==> config.mk <==
export PLATFORM = sky130hd
export DESIGN_NAME = if_fetch_stage
export DESIGN_NICKNAME = d
export VERILOG_FILES = /design/src/rtl/if_fetch_stage.sv
export SDC_FILE = /design/constraint.sdc
export NUM_CORES = 1
export LEC_CHECK = 0
export CORE_MARGIN = 1
export CORE_UTILIZATION = 47
export CTS_CLUSTER_SIZE = 12
export DETAILED_ROUTE_END_ITERATION = 8
export PLACE_DENSITY = 0.87
export SLEW_MARGIN = 10
export SYNTH_ARGS = -nofsm -noshare
export SYNTH_HDL_FRONTEND = slang
export SYNTH_SLANG_ARGS = --single-unit
==> constraint.sdc <==
create_clock -name clk -period 4.9 [get_ports clk]
set_clock_uncertainty 0.15 [all_clocks]
set_input_delay 0.98 -clock clk [delete_from_list [all_inputs] [get_ports clk]]
set_output_delay 0.98 -clock clk [all_outputs]
set_load 0.01 [all_outputs]
==> src/rtl/if_fetch_stage.sv <==
// Instruction-fetch stage: owns the PC, drives a hold-until-ready imem request, buffers one
// instruction in a skid slot under stall, and kills/redirects on branch. IF_PERF_CNT_EN adds perf counters.
module if_fetch_stage #(
  parameter int unsigned       ADDR_W   = 16,
  parameter int unsigned       INSTR_W  = 32,
  parameter logic [ADDR_W-1:0] RESET_PC = '0
) (
  input  logic               clk,
  input  logic               rst,
  input  logic               stall,
  input  logic               redirect_valid,
  input  logic [ADDR_W-1:0]  redirect_target,
  output logic               imem_req,
  output logic [ADDR_W-1:0]  imem_addr,
  input  logic               imem_ready,
  input  logic [INSTR_W-1:0] imem_rdata,
  output logic               if_valid,
  output logic [INSTR_W-1:0] if_instruction,
  output logic [ADDR_W-1:0]  if_pc_plus1
`ifdef IF_PERF_CNT_EN
  ,
  output logic [31:0]        perf_fetch_cnt,
  output logic [31:0]        perf_bubble_cnt
`endif
);

  typedef enum logic {
    S_REQ  = 1'b0,
    S_KILL = 1'b1
  } state_t;

  state_t             state;
  logic [ADDR_W-1:0]  pc;
  logic [ADDR_W-1:0]  pc_plus1;
  logic [ADDR_W-1:0]  kill_addr;

  logic               out_valid;
  logic [INSTR_W-1:0] out_instr;
  logic [ADDR_W-1:0]  out_pc1;

  logic               skid_valid;
  logic [INSTR_W-1:0] skid_instr;
  logic [ADDR_W-1:0]  skid_pc1;

  logic               consume;
  logic               xfer;
  logic               pending;

  assign pc_plus1  = pc + ADDR_W'(1);
  assign consume   = out_valid && !stall;

  // A full skid slot blocks new requests; in KILL the abandoned request must still complete.
  assign imem_req  = !rst && ((state == S_KILL) || !skid_valid);
  assign imem_addr = (state == S_KILL) ? kill_addr : pc;

  assign xfer      = imem_req && imem_ready && (state == S_REQ);
  assign pending   = imem_req && !imem_ready;

  always_ff @(posedge clk or posedge rst) begin
    if (rst) begin
      state      <= S_REQ;
      pc         <= RESET_PC;
      kill_addr  <= RESET_PC;
      out_valid  <= 1'b0;
      out_instr  <= '0;
      out_pc1    <= '0;
      skid_valid <= 1'b0;
      skid_instr <= '0;
      skid_pc1   <= '0;
    end else if (redirect_valid) begin
      pc         <= redirect_target;
      out_valid  <= 1'b0;
      skid_valid <= 1'b0;
      if ((state == S_REQ) && pending) begin
        // Request already on the bus must be held to completion; remember it and discard its data.
        kill_addr <= pc;
        state     <= S_KILL;
      end else if ((state == S_KILL) && imem_ready) begin
        state <= S_REQ;
      end
    end else begin
      if ((state == S_KILL) && imem_ready) begin
        state <= S_REQ;
      end

      // xfer only happens with the skid empty, so arriving data goes either to out or to skid.
      if (xfer) begin
        pc <= pc_plus1;
        if (!out_valid || consume) begin
          out_valid <= 1'b1;
          out_instr <= imem_rdata;
          out_pc1   <= pc_plus1;
        end else begin
          skid_valid <= 1'b1;
          skid_instr <= imem_rdata;
          skid_pc1   <= pc_plus1;
        end
      end else if (consume) begin
        if (skid_valid) begin
          out_instr  <= skid_instr;
          out_pc1    <= skid_pc1;
          skid_valid <= 1'b0;
        end else begin
          out_valid <= 1'b0;
        end
      end
    end
  end

  assign if_valid       = out_valid;
  assign if_instruction = out_valid ? out_instr : '0;
  assign if_pc_plus1    = out_valid ? out_pc1   : '0;

`ifdef IF_PERF_CNT_EN
  always_ff @(posedge clk or posedge rst) begin
    if (rst) begin
      perf_fetch_cnt  <= '0;
      perf_bubble_cnt <= '0;
    end else begin
      if (consume) begin
        perf_fetch_cnt <= perf_fetch_cnt + 32'd1;
      end
      if (!out_valid && !stall) begin
        perf_bubble_cnt <= perf_bubble_cnt + 32'd1;
      end
    end
  end
`endif

endmodule

# [Yosys cells after proc, flatten, opt, wreduce, memory -nomap -nowiden]
# Cells that the tools add are included.
[op_classes] addsub=1 eq_ne=4 n_mux=25 bitwise=3 reduce_logical=23
[ops] op="2-to-1 mux 32 bit" count=5
[ops] op="2-to-1 mux 16 bit" count=8
[ops] op="adder 16 x 1 -> 16 bit (second input constant)" count=1
[ops] op="2-to-1 mux 1 bit" count=12
[ops] op="logical AND 1 bit" count=7
[ops] op="!= test 3 x 2 -> 1 bit (second input constant)" count=2
[ops] op="AND reduction 3 bit" count=2
[ops] op="nonzero test 2 bit" count=3
[ops] op="zero test 1 bit" count=5
[ops] op="AND reduction 2 bit" count=2
[ops] op="AND reduction 4 bit" count=1
[ops] op="!= test 3 bit (second input constant)" count=1
[ops] op="inverter 1 bit" count=3
[ops] op="nonzero test 3 bit" count=1
[ops] op="logical OR 1 bit" count=2
[ops] op="!= test 2 x 1 -> 1 bit (second input constant)" count=1
[word_totals] ff_bits=131 input_bits=53 output_inout_bits=66 word_cells=65

# [Logic depth before layout (Yosys ltp)]
# Gate-level depths: netlist of the first run.
[depth] ltp_word=7 mapped_depth=7 mapped_depth_nobuf=6

# [Worst setup path before layout of the first run]
# OpenSTA, ideal clock, no wires.
[synth_timing] path_type="in2reg" start="in rst" end="reg skid_instr[10]" setup_time_ps=125 arrival_time_ps=5245 t_required_ps=4625 slack_ps=-620 stages=5 n_path_buf=1 cell_sequence="inv_1 -> nand4b_1 -> nor3_2 -> buf_2 -> mux2_2"
[synth_between] elab_chain_cells=5
[synth_rtl] element="start, declared" line_no="9" rtl="input logic rst,"
[synth_rtl] element="zero test 1 bit (no line)"
[synth_rtl] element="logical AND 1 bit" line_no="53" rtl="assign imem_req = !rst && ((state == S_KILL) || !skid_valid);"
[synth_rtl] element="logical AND 1 bit (2 in series)" line_no="56" rtl="assign xfer = imem_req && imem_ready && (state == S_REQ);"
[synth_rtl] element="AND reduction 3 bit (no line)"
[synth_rtl] element="end signal, assigned" line_no="95" rtl="skid_instr <= imem_rdata;"
[synth_rtl] element="end, declared" line_no="42" rtl="logic [INSTR_W-1:0] skid_instr;"
# No other way between the ends.
# A chain may end at the register's enable or synchronous reset.

# [Worst setup path in the final report of the first run]
[layout_timing] start="reg out_valid, in the netlist if_valid" end="out if_pc_plus1[11]"
[layout_between] elab_chain_cells=1
[layout_rtl] element="start, declared" line_no="37" rtl="logic out_valid;"
[layout_rtl] element="start signal, assigned" line_no="64" rtl="out_valid <= 1'b0;"
[layout_rtl] element="start signal, assigned" line_no="72" rtl="out_valid <= 1'b0;"
[layout_rtl] element="start signal, assigned" line_no="90" rtl="out_valid <= 1'b1;"
[layout_rtl] element="2-to-1 mux 16 bit" line_no="112" rtl="assign if_pc_plus1 = out_valid ? out_pc1 : '0;"
[layout_rtl] element="end, declared" line_no="19" rtl="output logic [ADDR_W-1:0] if_pc_plus1"
# No other way between the ends.

==> metrics.txt, run 1 <==
outcome finished clean; Tightest Pin Transition about 0.84 ns; Pins Over Slew Limit 0; total number of vias around 5,000; full die area between 10,000 and 15,000 µm²; Max-Cap Viols 0; count of final setup violators 0; # resized after CTS 0; ys flop type dfrtp_1; worst min path class reg2reg; ys async rst share 100%; PD cells around 400 nW/µm²; Post-Syn Area per Cell between 10 and 15 µm²; YS warnings 0; sequential-to-total area share from yosys stat 52.0%; vias in the first global route between 5,000 and 6,000; Die H 118 µm; Worst-path clk slew roughly 0.060 ns; Tcrit/Tclk final a little under three quarters; first-pass GRT wire length 25,400 µm; H-tree Lvls 4; Die Wd around 120 µm; DR DRC count 0; IO Pins 119; Ant. Diodes 0; Synth area leader dfrtp_1; crit path max fanout 32; Hold Slack between 0.3 and 0.4 ns; Fill cells roughly 940; postcts setup bufs 0; Commonest cells post-synth 131 x dfrtp_1, 111 x nand2_1, 64 x mux2_2; setup TNS 0 ns; # port buffers around 120; most frequent cell after synthesis dfrtp_1; Slew HR a little over two fifths; syn nets 682; CTS tree done; register bit total from synthesis ~130; Post-Syn Instances roughly 630; critical path required time around 3.8 ns; initial core utilization 49.0%; Reg2Reg Setup Slack approximately 1.7 ns; CTS hold repair buffers 0; post-synth top area share roughly half; Via density roughly 5.5; Min Clock Period, post-route around 3.5 ns; Area Growth Syn to Fin 31.0%; worst flop-to-flop path startpoint state; average wire per standard cell between 15 and 20 µm; Peak Freq 287 MHz; Fin. Hold Viols 0; buffer depth of the longest clock path 2; critical-path cell list buf_4, and2_1, clkdlybuf4s50_1; Hold Path Cell Cnt 2; Worst Hold Path EP out_pc1[13]; cell row count between 40 and 50; grt ovf 0; Hold Crit Start out_pc1[13]; critical path endpoint category output pin; top post-synthesis cells by area dfrtp_1 52%, mux2_2 11%, nand2_1 6.6%, and2_1 5.0%, nor2_1 3.7%; RSZ-0062 raised after global routing no; clock buffer count from CTS 17; reg2reg end out_pc1[1]; 1st-pass router iterations 5; initial antenna violation count 0; GP Congestion between 0.8 and 0.9; CP arrival between 2 and 2.5 ns; HPWL Detailed ~10000 µm; share of cells above drive strength 1 roughly 18%; max incr delay on CP ~0.76 ns; Tot GR Track Use between 20% and 30%; VDD IR max roughly 0.17 mV; fin cells just over 900; static leakage power 3.43 nW; CTS sink count 131; critical path class reg2out; final WL about 15,000 µm; Root Driver clkbuf_16; Synth Cell Area 6310 µm²; DR iter-0 viols 371; Distinct cells, synth 41; ANT nets after route 0; worst-skew pair later-pin latency 0.42 ns; Post-synth EDFFs 0; placed cells ~900; worst reg2reg path depth 5; largest net degree at the start of global routing 69; Nets ~780; core area between 10,000 and 15,000 µm²; slowest CP cell dfrtp_1; CP Launch Type register
==> power by group <==
| group | internal (mW) | switching [mW] | total (mW) |
|---|---|---|---|
| Sequential | 1.30 | 0.143 | 1.44 |
| Combinational | 0.304 | 0.255 | 0.560 |
| Clock | 0.929 | 0.477 | 1.41 |
| Total | 2.53 | 0.876 | 3.41 |
==> registers in the layout, summed over array words and instances (netlist names) <==
signal and cells:
skid_pc1 16, skid_valid 1, kill_addr 16, pc 16, skid_instr 32, if_valid 1, out_instr 32, state 1
out_pc1 16
==> final cells by class <==
cell class | instances | area, µm² | area share [%]
clock inverter | 13 | 205 | 2.48
sequential | 131 | 3280 | 39.6
timing repair buffer | 129 | 1280 | 15.4
tap | 172 | 215 | 2.60
multi-input combinational | 445 | 2820 | 34.1
clock buffer | 19 | 453 | 5.48
inverter | 4 | 18.8 | 0.227
==> stage by stage <==
step / utilization, % / power, mW / instance area (µm²) / setup slack [ns]
2_1_floorplan: - / 1.77 / 6310 / 0.375
3_3_place_gp: 59.1 / 1.97 / 7610 / 1.31
3_5_place_dp: 59.1 / 2.01 / 7610 / 1.19
4_1_cts: 64.2 / 3.42 / 8270 / 1.39
5_1_grt: 64.2 / 3.56 / 8270 / 1.28
6_report: 64.2 / 3.41 / 8270 / 1.41
==> cells in the final DEF, fill, tap and decap left out, types with 4 or more instances in the layout <==
cell type	count
nand3_1	7
clkbuf_16	17
nand2_1	111
and2_1	50
xor2_1	7
clkdlybuf4s50_1	118
o21ai_0	25
clkinvlp_4	4
nor2_1	62
buf_4	10
a21oi_1	20
bufinv_16	5
o211ai_1	4
a31oi_1	32
mux2_2	64
o21ai_1	9
dfrtp_1	131
xnor2_1	18
==> metal layers <==
metal  vias up  global-route usage [%]  part of all wire (%)
met4         0                    12.0                   3.6
met5         -                       0                     0
met2       175                    38.3                    50
li1       2322                       -                     -
met3        49                    5.23                   5.4
met1      2462                    27.6                    41
==> cell families after synthesis <==
logic type               Yosys count  synth area share (%)
adder cells (fa/ha/maj)            1                 0.198
XOR/XNOR                          25                  3.47
buffers and inverters             52                  3.71
multiplexers                      68                  12.1
flip-flops                       131                  52.0
AO/OA/AOI/OAI                     97                  9.16
AND/OR/NAND/NOR                  254                  19.4
==> worst max-delay path: cells and delay by family (launching register included) <==
kind	cells	cell delay, ns
flip-flops	1	0.76
AND/OR/NAND/NOR	1	0.22
buffers and inverters	2	0.95
==> worst max path at each step <==
stage          cells after the start         endpoint      from  slack [ns]
2_1_floorplan                      6     out_instr[0]       rst        0.38
3_3_place_gp                       6       out_pc1[1]       rst        1.31
3_5_place_dp                       6       out_pc1[1]       rst        1.19
4_1_cts                            3  if_pc_plus1[11]  if_valid        1.39
5_1_grt                            3   if_pc_plus1[6]  if_valid        1.28
6_report                           3  if_pc_plus1[11]  if_valid        1.41
(Power assumes the default switching activity.)
==> run 2: changes to the inputs <==
- clock period: 4.9 -> 2.81 ns (I/O delays scaled with it)
==> run 2 against run 1 <==
Net effect: first-iteration DRC count is 26% higher; critical path type unchanged; sequential share of layout area is 0.24 points lower; sequential power is 74% higher; highest routed layer unchanged; routed wire length is 1.1% higher; utilization is 0.47 points higher; flip-flop and latch count stayed put; register-to-register slack worse by 1.4 ns; setup slack worse by 1.2 ns; critical endpoint is now imem_req.
==> metrics.txt, run 2 (same netlist as run 1, synthesis figures left out) <==
share of cells above drive strength 1 18.1% (+0.54 points); CP arrival 1.92 ns (-0.44 ns); multi-input logic area 2840 µm² (+0.80%); Die H 118 µm (unchanged); Fin. Hold Viols 0 (unchanged); placed cells 883 (+0.23%); worst-skew pair later-pin latency 0.41 ns (about the same); crit path to imem_req; fin cells 913 (unchanged); initial antenna violation count 0 (unchanged); most frequent cells in the layout 130 x dfrtp_1, 118 x clkdlybuf4s50_1, 110 x nand2_1, 64 x mux2_2, 61 x nor2_1; RSZ-0062 raised after global routing no; Tcrit/Tclk final 93.7%; count of final setup violators 0 (unchanged); static leakage power 3.46 nW (+0.78%); DR DRC count 0 (unchanged); GP Congestion 0.795 (-1.6%); outcome finished clean; largest net degree at the start of global routing 132 (+91%); setup TNS 0 ns (unchanged); ANT nets after route 0 (unchanged); VDD IR max 0.430 mV (+150%); buffer depth of the longest clock path 2 (unchanged); Tightest Pin Transition 0.767 ns (-0.0766 ns); worst reg2reg path depth 5 (unchanged); Fill cells 952 (+1.4%); most common cell after layout, fill and taps aside dfrtp_1; postcts setup bufs 0 (unchanged); reg2reg end out_pc1[3]; highest metal used met4; worst min path class reg2reg; largest registers out_instr: 32 flops, skid_instr: 32 flops; WL met3 663 µm (-18%); CTS tree done; 1st-pass router iterations 5 (unchanged); critical path class reg2out; Area Growth Syn to Fin 32.0%; CTS sink count 131 (unchanged); average wire per standard cell 16.7 µm (+1.1%); Via density 5.37 (-2.2%); critical path endpoint category output pin; total number of vias 4,899 (-2.2%); Slew HR 48.9% (+5.1 points); Total Power 5.84 mW (+72%); crit path max fanout 20 (-38%); vias in the first global route 5,187 (-1.3%); grt ovf 0 (unchanged); register area 3280 µm² (+0.11%); Die Wd 118 µm (unchanged); CP Launch Type register; WL met1 6100 µm (-1.7%); PD cells 702 nW/µm² (+70%); Max-Cap Viols 0 (unchanged); HPWL Detailed 9890 µm (-0.71%); core area 12,900 µm² (unchanged); Min Clock Period, post-route 2.63 ns; met2 WL 8210 µm (+9.0%); # port buffers 118 (unchanged); Root Driver clkbuf_16; Core Util, Final 64.7% (+0.47 points); DR iter-0 viols 468 (+26%); Peak Freq between 300 and 400 MHz; Nets 784 (+0.26%); Ant. Diodes 0 (unchanged); Pins Over Slew Limit 0 (unchanged); Reg2Reg Setup Slack 0.36 ns (-1.37 ns); Worst-path clk slew 0.06 ns (about the same); full die area 13,900 µm² (unchanged); cell row count 41 (unchanged); worst flop-to-flop path startpoint state; CTS hold repair buffers 0 (unchanged); CP startpoint state; final WL 15,300 µm (+1.1%); Hold Slack 0.338 ns (+0.00766 ns); initial core utilization 49.0% (unchanged); critical path required time 2.10 ns (-1.67 ns); first-pass GRT wire length 25,600 µm (+0.87%); Tot GR Track Use 23.2% (+0.31 points); H-tree Lvls 4 (unchanged); IO Pins 119 (unchanged); clock buffer count from CTS 17 (unchanged)
==> run 2: worst min path at each step <==
| stage | start | depth (start not counted) | end |
|---|---|---|---|
| floorplan | out_pc1[0] | 2 | out_pc1[0] |
| global placement | skid_instr[5] | 1 | skid_instr[5] |
| detailed placement | skid_instr[5] | 1 | skid_instr[5] |
| CTS | skid_instr[5] | 1 | skid_instr[5] |
| global route | skid_instr[5] | 1 | skid_instr[5] |
| finish | skid_instr[5] | 1 | skid_instr[5] |
==> run 2: cell type report <==
type	count	area share, %
flip-flops and latches	131	39.4
multi-input cells	445	34.1
repair buffers	131	16.3
clock buffers	20	5.48
well taps	172	2.58
clock inverters	10	1.89
inverters	4	0.225
==> run 2: routing by layer <==
layer	vias to the layer above	GRT usage, %
li1	2306	-
met1	2433	27.7
met2	133	40.8
met3	27	4.84
met4	0	9.29
met5	-	0
==> run 2: critical path, cell delays in order (launching register included) <==
cell and delay (ns):
dfrtp_4 0.59, inv_1 0.13, a21oi_1 0.22, clkdlybuf4s50_1 0.57
==> run 2: timing repair <==
action	4_1_cts	5_1_grt
endpoints found under the hold margin	0	0
resized for setup	1	1
setup endpoints to repair	16	1
==> run 2: where the power goes <==
part	total, mW	switching, mW	internal (mW)
Sequential	2.51	0.248	2.26
Clock	2.32	0.798	1.52
Combinational	1.01	0.468	0.547
==> run 2: per-stage QoR <==
| stage | setup WS (ns) | cell area (µm²) |
|---|---|---|
| floorplan | -1.18 | 6420 |
| finish | 0.178 | 8330 |
| global route | 0.0960 | 8330 |
| detailed placement | -0.0233 | 7710 |
| global placement | 0.0687 | 7710 |
| CTS | 0.0748 | 8330 |
